--- src/rtl/pulse_pkg.sv ---
// rtl/pulse_pkg.sv - shared types and default parameters for the pulse stretcher
package pulse_pkg;

  typedef enum logic [1:0] {IDLE = 2'd0, PULSE = 2'd1, GAP = 2'd2} pstate_t;

  localparam int W_BITS_DEF   = 8;
  localparam int CNT_W_DEF    = 16;
  localparam int PEND_MAX_DEF = 7;

endpackage

--- src/rtl/pulse_stretcher_if.sv ---
// rtl/pulse_stretcher_if.sv - detection input, controls and status outputs of the pulse stretcher
interface pulse_stretcher_if #(
  parameter int W_BITS   = pulse_pkg::W_BITS_DEF,
  parameter int CNT_W    = pulse_pkg::CNT_W_DEF,
  parameter int PEND_MAX = pulse_pkg::PEND_MAX_DEF
);

  localparam int PW = $clog2(PEND_MAX + 1);

  logic              detected_i;
  logic [W_BITS-1:0] pulse_width;
  logic [W_BITS-1:0] gap;
  logic              clear;
  logic              pulse_o;
  logic              busy_o;
  logic [PW-1:0]     pending_o;
  logic [CNT_W-1:0]  event_cnt_o;
  logic              overflow_o;

  modport master (
    output detected_i, pulse_width, gap, clear,
    input  pulse_o, busy_o, pending_o, event_cnt_o, overflow_o
  );

  modport slave (
    input  detected_i, pulse_width, gap, clear,
    output pulse_o, busy_o, pending_o, event_cnt_o, overflow_o
  );

endinterface

--- src/rtl/pulse_stretcher_edge_detect.sv ---
// rtl/pulse_stretcher_edge_detect.sv - rising-edge detector for a level input
module edge_detect (
  input  logic clk,
  input  logic rst_n,
  input  logic sig,
  output logic rise
);

  logic sig_q;

  // remember last cycle's level so a held-high input yields a single rise
  always_ff @(posedge clk or negedge rst_n) begin
    if (!rst_n) sig_q <= 1'b0;
    else        sig_q <= sig;
  end

  assign rise = sig & ~sig_q;

endmodule

--- src/rtl/pulse_stretcher.sv ---
// rtl/pulse_stretcher.sv - stretches each detection into a pulse plus guard gap, queueing overlaps
module pulse_stretcher
  import pulse_pkg::*;
#(
  parameter int W_BITS   = W_BITS_DEF,
  parameter int CNT_W    = CNT_W_DEF,
  parameter int PEND_MAX = PEND_MAX_DEF
) (
  input logic              clk,
  input logic              rst_n,
  pulse_stretcher_if.slave bus
);

  localparam int            PW        = $clog2(PEND_MAX + 1);
  localparam logic [PW-1:0] PEND_FULL = PW'(PEND_MAX);

  pstate_t           state, state_nxt;
  logic [W_BITS-1:0] tmr, tmr_nxt;
  logic              evt;
  logic              deq;
  logic              enq;
  logic              drop;
  logic              has_pend;
  logic [PW-1:0]     pending;
  logic [CNT_W-1:0]  event_cnt;
  logic              overflow;

  edge_detect u_edge (
    .clk   (clk),
    .rst_n (rst_n),
    .sig   (bus.detected_i),
    .rise  (evt)
  );

  assign has_pend = (pending != '0);

  // An event is queued whenever it cannot itself start the pulse: the block is busy,
  // or older queued work exists (the queued one starts first, so net pending holds).
  assign enq  = evt & ((state != IDLE) | has_pend);
  assign drop = enq & ~deq & (pending == PEND_FULL);

  // state and timer registers
  always_ff @(posedge clk or negedge rst_n) begin
    if (!rst_n) begin
      state <= IDLE;
      tmr   <= '0;
    end else begin
      state <= state_nxt;
      tmr   <= tmr_nxt;
    end
  end

  // next-state and timer load/decrement; width and gap are only read at load time
  always_comb begin
    state_nxt = state;
    tmr_nxt   = tmr;
    deq       = 1'b0;
    case (state)
      IDLE: begin
        if (evt || has_pend) begin
          state_nxt = PULSE;
          tmr_nxt   = (bus.pulse_width == '0) ? '0 : bus.pulse_width - 1'b1;
          deq       = has_pend;
        end
      end
      PULSE: begin
        if (tmr == '0) begin
          if (bus.gap == '0) begin
            state_nxt = IDLE;
          end else begin
            state_nxt = GAP;
            tmr_nxt   = bus.gap - 1'b1;
          end
        end else begin
          tmr_nxt = tmr - 1'b1;
        end
      end
      GAP: begin
        if (tmr == '0) state_nxt = IDLE;
        else           tmr_nxt   = tmr - 1'b1;
      end
      default: state_nxt = IDLE;
    endcase
  end

  // pending queue, event count and sticky overflow; clear wins over a same-cycle event
  always_ff @(posedge clk or negedge rst_n) begin
    if (!rst_n) begin
      pending   <= '0;
      event_cnt <= '0;
      overflow  <= 1'b0;
    end else if (bus.clear) begin
      pending   <= '0;
      event_cnt <= '0;
      overflow  <= 1'b0;
    end else begin
      if (evt)  event_cnt <= event_cnt + 1'b1;
      if (drop) overflow  <= 1'b1;
      if (enq && !deq && !drop) pending <= pending + 1'b1;
      else if (deq && !enq)     pending <= pending - 1'b1;
    end
  end

  assign bus.pulse_o     = (state == PULSE);
  assign bus.busy_o      = (state != IDLE);
  assign bus.pending_o   = pending;
  assign bus.event_cnt_o = event_cnt;
  assign bus.overflow_o  = overflow;

endmodule

--- src/flat_wrapper.sv ---
// flat-port wrapper written by rule: the top's interface ports become plain ports
module pulse_stretcher_flat import pulse_pkg::*;
#(
  parameter int W_BITS   = W_BITS_DEF,
  parameter int CNT_W    = CNT_W_DEF,
  parameter int PEND_MAX = PEND_MAX_DEF
)
  (clk, rst_n, bus_detected_i, bus_pulse_width, bus_gap, bus_clear, bus_pulse_o, bus_busy_o, bus_pending_o, bus_event_cnt_o, bus_overflow_o);
  pulse_stretcher_if #(.W_BITS(W_BITS), .CNT_W(CNT_W), .PEND_MAX(PEND_MAX)) bus_i ();
  input logic clk;
  input logic rst_n;
  input wire logic [$bits(bus_i.detected_i)-1:0] bus_detected_i;
  input wire logic [$bits(bus_i.pulse_width)-1:0] bus_pulse_width;
  input wire logic [$bits(bus_i.gap)-1:0] bus_gap;
  input wire logic [$bits(bus_i.clear)-1:0] bus_clear;
  output wire logic [$bits(bus_i.pulse_o)-1:0] bus_pulse_o;
  output wire logic [$bits(bus_i.busy_o)-1:0] bus_busy_o;
  output wire logic [$bits(bus_i.pending_o)-1:0] bus_pending_o;
  output wire logic [$bits(bus_i.event_cnt_o)-1:0] bus_event_cnt_o;
  output wire logic [$bits(bus_i.overflow_o)-1:0] bus_overflow_o;
  assign bus_i.detected_i = bus_detected_i;
  assign bus_i.pulse_width = bus_pulse_width;
  assign bus_i.gap = bus_gap;
  assign bus_i.clear = bus_clear;
  assign bus_pulse_o = bus_i.pulse_o;
  assign bus_busy_o = bus_i.busy_o;
  assign bus_pending_o = bus_i.pending_o;
  assign bus_event_cnt_o = bus_i.event_cnt_o;
  assign bus_overflow_o = bus_i.overflow_o;
  pulse_stretcher #(.W_BITS(W_BITS), .CNT_W(CNT_W), .PEND_MAX(PEND_MAX)) u_core (.clk(clk), .rst_n(rst_n), .bus(bus_i));
endmodule
--- config.mk ---
export PLATFORM = sky130hd
export DESIGN_NAME = pulse_stretcher_flat
export DESIGN_NICKNAME = d
export VERILOG_FILES = /design/src/rtl/pulse_pkg.sv /design/src/rtl/pulse_stretcher_if.sv /design/src/rtl/pulse_stretcher_edge_detect.sv /design/src/rtl/pulse_stretcher.sv /design/src/flat_wrapper.sv
export SDC_FILE = /design/constraint.sdc
export NUM_CORES = 1
export LEC_CHECK = 0
export CAP_MARGIN = 0
export CORE_MARGIN = 1
export CORE_UTILIZATION = 40
export DETAILED_ROUTE_END_ITERATION = 10
export PLACE_DENSITY = 0.71
export SLEW_MARGIN = 20
export SYNTH_ARGS = -nofsm -noshare
export SYNTH_HDL_FRONTEND = slang
export SYNTH_SLANG_ARGS = --single-unit
--- constraint.sdc ---
create_clock -name clk -period 2.45 [get_ports clk]
set_input_delay 0.6125 -clock clk [delete_from_list [all_inputs] [get_ports clk]]
set_output_delay 0.6125 -clock clk [all_outputs]
set_load 0.01 [all_outputs]
# After elaboration in Yosys (flattened, before gate mapping)
# Cells that the tools add are included.
# classes
addsub	6
n_eq_ne	8
n_mux	20
bitwise_logic	7
reduce_logical	19
# op_table
operator	count
2-to-1 mux 8 bit	5
2-to-1 mux 16 bit	2
logical NOT 8 bit	3
case mux 8 bit (3 select lines)	1
subtractor 8 x 1 -> 8 bit (second input constant)	3
adder 16 x 1 -> 16 bit (second input constant)	1
2-to-1 mux 3 bit	3
nonzero test 3 bit	3
2-to-1 mux 2 bit	4
!= test 2 x 1 -> 1 bit (second input constant)	3
case mux 2 bit (3 select lines)	1
nonzero test 2 bit	3
AND 1 bit	4
2-to-1 mux 1 bit	4
AND reduction 4 bit	1
adder 3 x 1 -> 3 bit (second input constant)	1
equality test 3 bit (second input constant)	1
logical AND 1 bit	3
logical NOT 1 bit	3
!= test 3 bit (second input constant)	1
AND reduction 3 bit	1
subtractor 3 x 1 -> 3 bit (second input constant)	1
equality test 2 x 1 -> 1 bit (second input constant)	1
equality test 2 bit (second input constant)	1
other kinds (5)	6
# word_totals
regBits	31

# Depth between registers and ports, before layout
# Gate-level depths: netlist (run 1).
# depth
ltp_word	12
ltp_mapped	8
ltp_nobuf	8

# Cells and area by module
# A second synthesis (run 1) with hierarchy kept.
# hier_totals
cells_unflattened	252
area_unflattened_um2	2250.9
# modules_own_cells
module	instances	cells_each	area_each_um2	seq_area_each_um2
pulse_stretcher	1	250	2212.1	750.7
edge_detect	1	2	38.8	25.0

# Worst setup path before layout (run 1)
# Ideal clock, no wire load.
# synth_timing
kind	input to register
start	input bus_gap[5]
end	register u_core.tmr[5]
setup_time_ps	124
t_arrival_ps	1826
t_required_ps	2326
slack_ps	500
stages	6
n_path_buf	1
path_cell_list	nor4_2 -> nand3_1 -> o221ai_2 -> buf_4 -> nor2_1 -> a211o_1
# synth_via
elab_chain_len	4
elab_cells_between_ends	7
classes_between	add/sub: 1; eq/ne: 1; mux: 3; reduce/logical: 2
# synth_lines
item	line_no	text
from (decl)	flat_wrapper.sv:14	input wire logic [$bits(bus_i.gap)-1:0] bus_gap;
subtractor 8 x 1 -> 8 bit	pulse_stretcher.sv:72	tmr_nxt = bus.gap - 1'b1;
2-to-1 mux 8 bit	pulse_stretcher.sv:68	if (bus.gap == '0) begin
2-to-1 mux 8 bit	pulse_stretcher.sv:67	if (tmr == '0) begin
case mux 8 bit (3 select lines)	pulse_stretcher.sv:58	case (state)
to (signal assigned)	pulse_stretcher.sv:49	tmr <= tmr_nxt;
to (decl)	pulse_stretcher.sv:18	logic [W_BITS-1:0] tmr, tmr_nxt;
# Parallel ways exist; a longest one is shown, timed or not. The select of a mux whose other input is x is not followed.
# A chain may end at the register's enable or synchronous reset.

# Worst setup path after layout (run 1)
# layout_timing
start	register u_core.state[0]
end	output bus_busy_o
# layout_via
elab_chain_len	1
# layout_lines
item	line_no	text
from (decl)	pulse_stretcher.sv:17	pstate_t state, state_nxt;
from (signal assigned)	pulse_stretcher.sv:48	state <= state_nxt;
nonzero test 2 bit	pulse_stretcher.sv:105	assign bus.busy_o = (state != IDLE);
to (decl)	flat_wrapper.sv:17	output wire logic [$bits(bus_i.busy_o)-1:0] bus_busy_o;
# Every way passes these cells.

==> results of run 1 <==
[placed cells by master (no fill, tap or decap), types with 3 or more instances in the layout]
cell,instances
clkdlybuf4s50_1,41
dfrtp_1,31
nor2_1,29
buf_4,21
inv_1,15
nor3_1,15
nand2_1,14
a21oi_1,14
xor2_1,13
xnor2_1,12
nand3_1,10
o21ai_0,9
ha_1,9
o21ai_1,8
clkbuf_8,5
and3_1,4
or3_1,4
a31oi_1,3
nor3b_1,3
a22o_1,3
nand4_1,3
[power groups by stage]
stage | clock network (W) | logic, W | registers (W)
finish | 0.000420 | 0.00143 | 0.000785
global placement | 0 | 0.00140 | 0.000786
floorplan | 0 | 0.000999 | 0.000759
CTS | 0.000424 | 0.00143 | 0.000781
global route | 0.000453 | 0.00160 | 0.000809
detailed placement | 0 | 0.00142 | 0.000793
[critical path: cells and delay by family (launching register included)]
family / cells / cell delay, ns
adder cells (fa/ha/maj): 1 / 0.27
buffers and inverters: 3 / 0.73
flip-flops: 1 / 0.40
[per-stage QoR]
| stage | setup TNS [ns] | cells |
|---|---|---|
| floorplan | 0 | 247 |
| CTS | 0 | 383 |
| finish | 0 | 383 |
| global route | 0 | 383 |
| global placement | 0 | 375 |
| detailed placement | -0.0331 | 375 |
[cell usage after synthesis, types with 2 or more instances]
master	n	area [sq um]
nand3_1	10	50.1
o31ai_1	2	15.0
nor3_1	15	75.1
a21o_1	2	15.0
nand4_1	3	18.8
nand4b_1	2	17.5
o21ai_0	9	45.0
nor4_1	2	12.5
or3_1	4	25.0
ha_1	9	113
xnor2_1	12	105
and3_1	4	25.0
clkbuf_1	2	7.51
a22o_1	3	26.3
nor3b_1	3	22.5
xor2_1	13	114
inv_1	15	56.3
a31oi_1	3	18.8
o21ai_1	8	40.0
nor4_2	2	25.0
nor2_1	29	109
dfrtp_1	31	776
a21oi_1	14	70.1
nand2_1	14	52.6
mux2_1	2	22.5
[sequential cells by signal, summed over array words and instances, names as in the netlist]
register                count
u_core.tmr                  8
u_core.u_edge.sig_q         1
u_core.bus.event_cnt_o     16
u_core.state                2
u_core.bus.overflow_o       1
u_core.bus.pending_o        3
[cells by family (layout without fill, tap and decap cells)]
family / count (synthesis) / in the layout / share of synthesized area (%)
simple gates: 101 / 101 / 25.2
buf+inv: 20 / 86 / 3.96
compound gates: 57 / 57 / 17.6
flops: 31 / 31 / 35.6
xor+xnor: 25 / 25 / 10.0
mux: 3 / 3 / 1.49
fa+ha+maj: 10 / 10 / 6.09
[worst min-delay path by stage]
stage,start,to,slack [ns],cells past startpoint
floorplan,rst_n,u_core.bus.event_cnt_o[0],0.32,0
global placement,u_core.bus.overflow_o,u_core.bus.overflow_o,0.49,2
detailed placement,u_core.bus.overflow_o,u_core.bus.overflow_o,0.49,2
CTS,u_core.bus.overflow_o,u_core.bus.overflow_o,0.51,2
global route,u_core.bus.overflow_o,u_core.bus.overflow_o,0.57,2
finish,u_core.bus.overflow_o,u_core.bus.overflow_o,0.51,2
[layout make-up]
| class | count | area, sq um | share of cell area [%] |
|---|---|---|---|
| clock inverters | 3 | 20.0 | 0.691 |
| multi-input cells | 196 | 1320 | 45.5 |
| flip-flops and latches | 31 | 776 | 26.8 |
| clock buffers | 5 | 68.8 | 2.37 |
| inverters | 16 | 60.1 | 2.07 |
| repair buffers | 62 | 568 | 19.6 |
| well taps | 70 | 87.6 | 3.02 |
[layer usage]
metal	share of wire, %	up-vias	track usage (%)
met2	47	62	33.6
met5	0	-	0
li1	-	1024	-
met3	5.5	11	4.76
met4	1.8	0	9.05
met1	46	981	26.0
==> impl_metrics.toml, run 1 <==
[timing]
fmax_ghz = 0.436
grt_setup_unrepaired = "no"
drv_slew = 0
slew_headroom_pct = 72.7
fin_crit_sh_pct = 93.7
finalHoldWorstSlack_ns = 0.507
finalHoldViolCount = 0
period_needed_ns = 2.30
setup_viol = 0
worst_pin_slew_ns = 0.409
worst_slack_ns = 0.154
fin_worst_skew_ns = 0.00448

[worst_setup_path]
critical_path.cell_chain = "inv_1 > ha_1 > inv_1 > clkdlybuf4s50_1"
worstSetupStartpoint = "u_core.state[0]"
endpoint = "bus_busy_o"
r2r_setup_slack_ns = 0.25
rr_worst_depth = 7
r2r-start = "u_core.tmr[0]"
critPathSlowestCell = "clkdlybuf4s50_1"
crit_top_cell = "inv_1"
end_kind = "output port"
cp.required_ns = 1.84
path_class = "reg2out"
critical-path-max-stage-delay_ns = 0.54
crit_arrival_ns = 1.68
worst_r2r_endpoint = "u_core.tmr[3]"
worst-path-max-fanout = 6
setup.worst_path.start_class = "flop"

[floorplan]
ios = 42
die_area_sq_mm = 0.00575
die_h_um = 75.8
die-width_um = 75.8
core_sq_mm = 0.00517
start_util_pct = 42.1
rows = 26

[synthesis]
synth_edf_count = 0
postSynthCellCount = 247
yosysSeqAreaShare_pct = 35.6
synthArstFlopShare_pct = 100
ys_warn_count = 0
synth.distinct_cells = 59
synth-main-ff-cell = "dfrtp_1"
syn_area_per_cell_sq_um = 8.82
syn_area_sq_mm = 0.00218
synth_nets = 277
ys_seq_elements = 31

[cells_and_area]
diodes = 0
final_net_count = 342
nFillCells = 470
final_area_sq_mm = 0.00290
syn2layout_area_growth_pct = 33.0
utilization_pct = 56.0
drive_gt1_share_pct = 12.1

[pwr]
clkPwrFrac_pct = 15.9
netSwitchingPower_w = 0.00113
p_int_w = 0.00151
p_leak_nw = 1.19
p_seq_share_pct = 29.7
power_frac_comb_pct = 54.4
switching_share_pct = 42.9
p_total_w = 0.00264
ir_drop_v = 0.000539
power_per_cell_area_mw_per_mm2 = 911

[clock_network]
cts_sinks = 31
ctsHoldBuffers = 0
post_cts_buffers = 0
insertion_delay_ns = 0.29
cts_buffers = 5
tritoncts = "yes"
htree_levels = 2
clockBufferDepth = 2
cts.repair.resized = 0
path_clk_slew_ns = 0.07
clock-root-buffer = "clkbuf_8"

[routing]
finalWirelength_um = 5420
drcViolationCount = 0
ant_nets = 0
avgViaCountPerCell = 5.43
detail_route.wl_per_cell_um = 14.2
drt-pass1-iter-count = 4
via_count = 2078
drtIter0Drc = 133

[place]
hpwl_um = 3980
placement.cell_area_sq_mm = 0.00281
port_buffers = 41
gp_congestion = 0.843
place_ws_ns = -0.0223

[job]
drv_cap = 0

[grt]
grt_max_degree = 32
grt_remaining_overflow = 0
grt_pass1_vias = 2003
grt_usage_pct = 20.6
grt_pass1_wl_um = 8790
antenna_found_initial = 0

[status]
outcome = "complete, no violations"

[hold_path]
hold_path_class = "reg2reg"
Power figures use the tool's default switching activity.
==> run 2: changes to the inputs <==
--- a/config.mk
+++ b/config.mk
@@ -7,9 +7,9 @@
 export LEC_CHECK = 0
 export CAP_MARGIN = 0
 export CORE_MARGIN = 1
-export CORE_UTILIZATION = 40
+export CORE_UTILIZATION = 52
 export DETAILED_ROUTE_END_ITERATION = 10
-export PLACE_DENSITY = 0.71
+export PLACE_DENSITY = 0.87
 export SLEW_MARGIN = 20
 export SYNTH_ARGS = -nofsm -noshare
 export SYNTH_HDL_FRONTEND = slang
==> run 2 against run 1 <==
Clock skew rose by 0.0016 ns. Power rose by 6.6%. Critical endpoint unchanged. Clock power rose by 26%. Count of clock-buffer cells in the layout rose by 1. Register-to-register slack worse by 0.02 ns. Worst setup slack got worse by 0.031 ns. Largest power group unchanged. Utilization up 17 points. First-iteration DRC count increased by 56%. Via count is 3.6% higher.
==> impl_metrics.toml, run 2 (synthesis results as in run 1) <==
[status]
outcome = "complete, no violations"

[clock_network]
path_clk_slew_ns = 0.06
cts_sinks = 31
clockBufferDepth = 2
clock-root-buffer = "clkbuf_8"
htree_levels = 2
ctsHoldBuffers = 0
tritoncts = "yes"
post_cts_buffers = 0
cts.repair.resized = 0
insertion_delay_ns = 0.28
cts_buffers = 5

[grt]
antenna_found_initial = 0
grt_remaining_overflow = 0
grt_pass1_vias = 2023
grt_usage_pct = 27.5
grt_max_degree = 32
grt_pass1_wl_um = 9270

[cells_and_area]
fin_cells = 364
final_net_count = 343
layout_common_cells = "clkdlybuf4s50_1 (41), dfrtp_1 (31), nor2_1 (29)"
utilization_pct = 72.7
drive_gt1_share_pct = 12.4
largest_reg_flops = 16
syn2layout_area_growth_pct = 33.5
diodes = 0
final_common_cell = "clkdlybuf4s50_1"
nFillCells = 293

[hold_path]
hold_path_class = "reg2reg"

[timing]
setup_viol = 0
grt_setup_unrepaired = "no"
slew_headroom_pct = 72.7
worst_pin_slew_ns = 0.410
fmax_ghz = 0.430
drv_slew = 0
worst_slack_ns = 0.123
period_needed_ns = 2.33
finalHoldViolCount = 0
tns_ns = 0
fin_crit_sh_pct = 95.0
fin_worst_skew_ns = 0.00611

[worst_setup_path]
critical-path-max-stage-delay_ns = 0.55
critical_path.cell_chain = "inv_1 > ha_1 > inv_1 > clkdlybuf4s50_1"
cp.required_ns = 1.84
crit_arrival_ns = 1.71
crit_top_cell = "inv_1"
end_kind = "output port"
worst-path-max-fanout = 6
setup.worst_path.start_class = "flop"
path_class = "reg2out"
critPathSlowestCell = "clkdlybuf4s50_1"

[place]
place_ws_ns = -0.0203
hpwl_um = 4080
port_buffers = 41
placed_cells = 356
gp_congestion = 0.923

[job]
drv_cap = 0

[floorplan]
core_sq_mm = 0.00400
start_util_pct = 54.5
die_area_sq_mm = 0.00445
ios = 42
rows = 23
die_h_um = 66.7
die-width_um = 66.7

[routing]
drt-pass1-iter-count = 4
ant_nets = 0
finalWirelength_um = 5630
drtIter0Drc = 207
avgViaCountPerCell = 5.91
drcViolationCount = 0
via_count = 2152
detail_route.wl_per_cell_um = 15.5

[pwr]
power_per_cell_area_mw_per_mm2 = 967
p_leak_nw = 1.21
ir_drop_v = 0.000724
-- run 2: area by class of cell --
class	instances	area (sq um)	area share, %
clock buffer	6	82.6	2.84
clock inverter	2	35.0	1.20
inverter	16	60.1	2.06
multi-input combinational	196	1320	45.3
sequential	31	776	26.7
tap	50	62.6	2.15
timing repair buffer	63	576	19.8
-- run 2: path summary, 6_finish.rpt --
path | start | endpoint | slack [ns] | cells after the start
max reg2reg | u_core.tmr[0] | u_core.tmr[3] | 0.23 | 7
min | u_core.bus.overflow_o | u_core.bus.overflow_o | 0.54 | 2
min in group asynchronous | rst_n | u_core.bus.event_cnt_o[7] | 0.72 | 2
max | u_core.state[0] | bus_busy_o | 0.12 | 4
min reg2reg | u_core.bus.overflow_o | u_core.bus.overflow_o | 0.54 | 2
max in group asynchronous | rst_n | u_core.state[1] | 1.43 | 2
-- run 2: metrics by stage --
step                      area, sq um  total power, W  hold slack (ns)
final                            2910         0.00281            0.535
after CTS                        2910         0.00279            0.544
after global routing             2910         0.00299            0.582
after floorplan                  2180         0.00176            0.317
after global placement           2790         0.00218            0.488
after detailed placement         2790         0.00223            0.529
-- run 2: worst max-delay path, delay by kind of cell, from the launching register on --
kind / cells / cell delay, ns
DFF: 1 / 0.40
buffers and inverters: 3 / 0.75
adders and majority gates: 1 / 0.29
-- run 2: report_power, final --
part	internal [W]	leakage [nW]	switching [W]
Combinational	0.000702	0.740	0.000792
Clock	0.000329	0.0612	0.000201
Sequential	0.000624	0.412	0.000166
Total	0.00165	1.21	0.00116
-- run 2: metal layers --
| metal | up-vias | wire length (um) | track usage (%) |
|---|---|---|---|
| met5 | - | 0 | 0 |
| met3 | 9 | 313 | 6.68 |
| met1 | 1041 | 2380 | 34.3 |
| met2 | 69 | 2880 | 46.7 |
| li1 | 1033 | - | - |
| met4 | 0 | 57 | 7.71 |
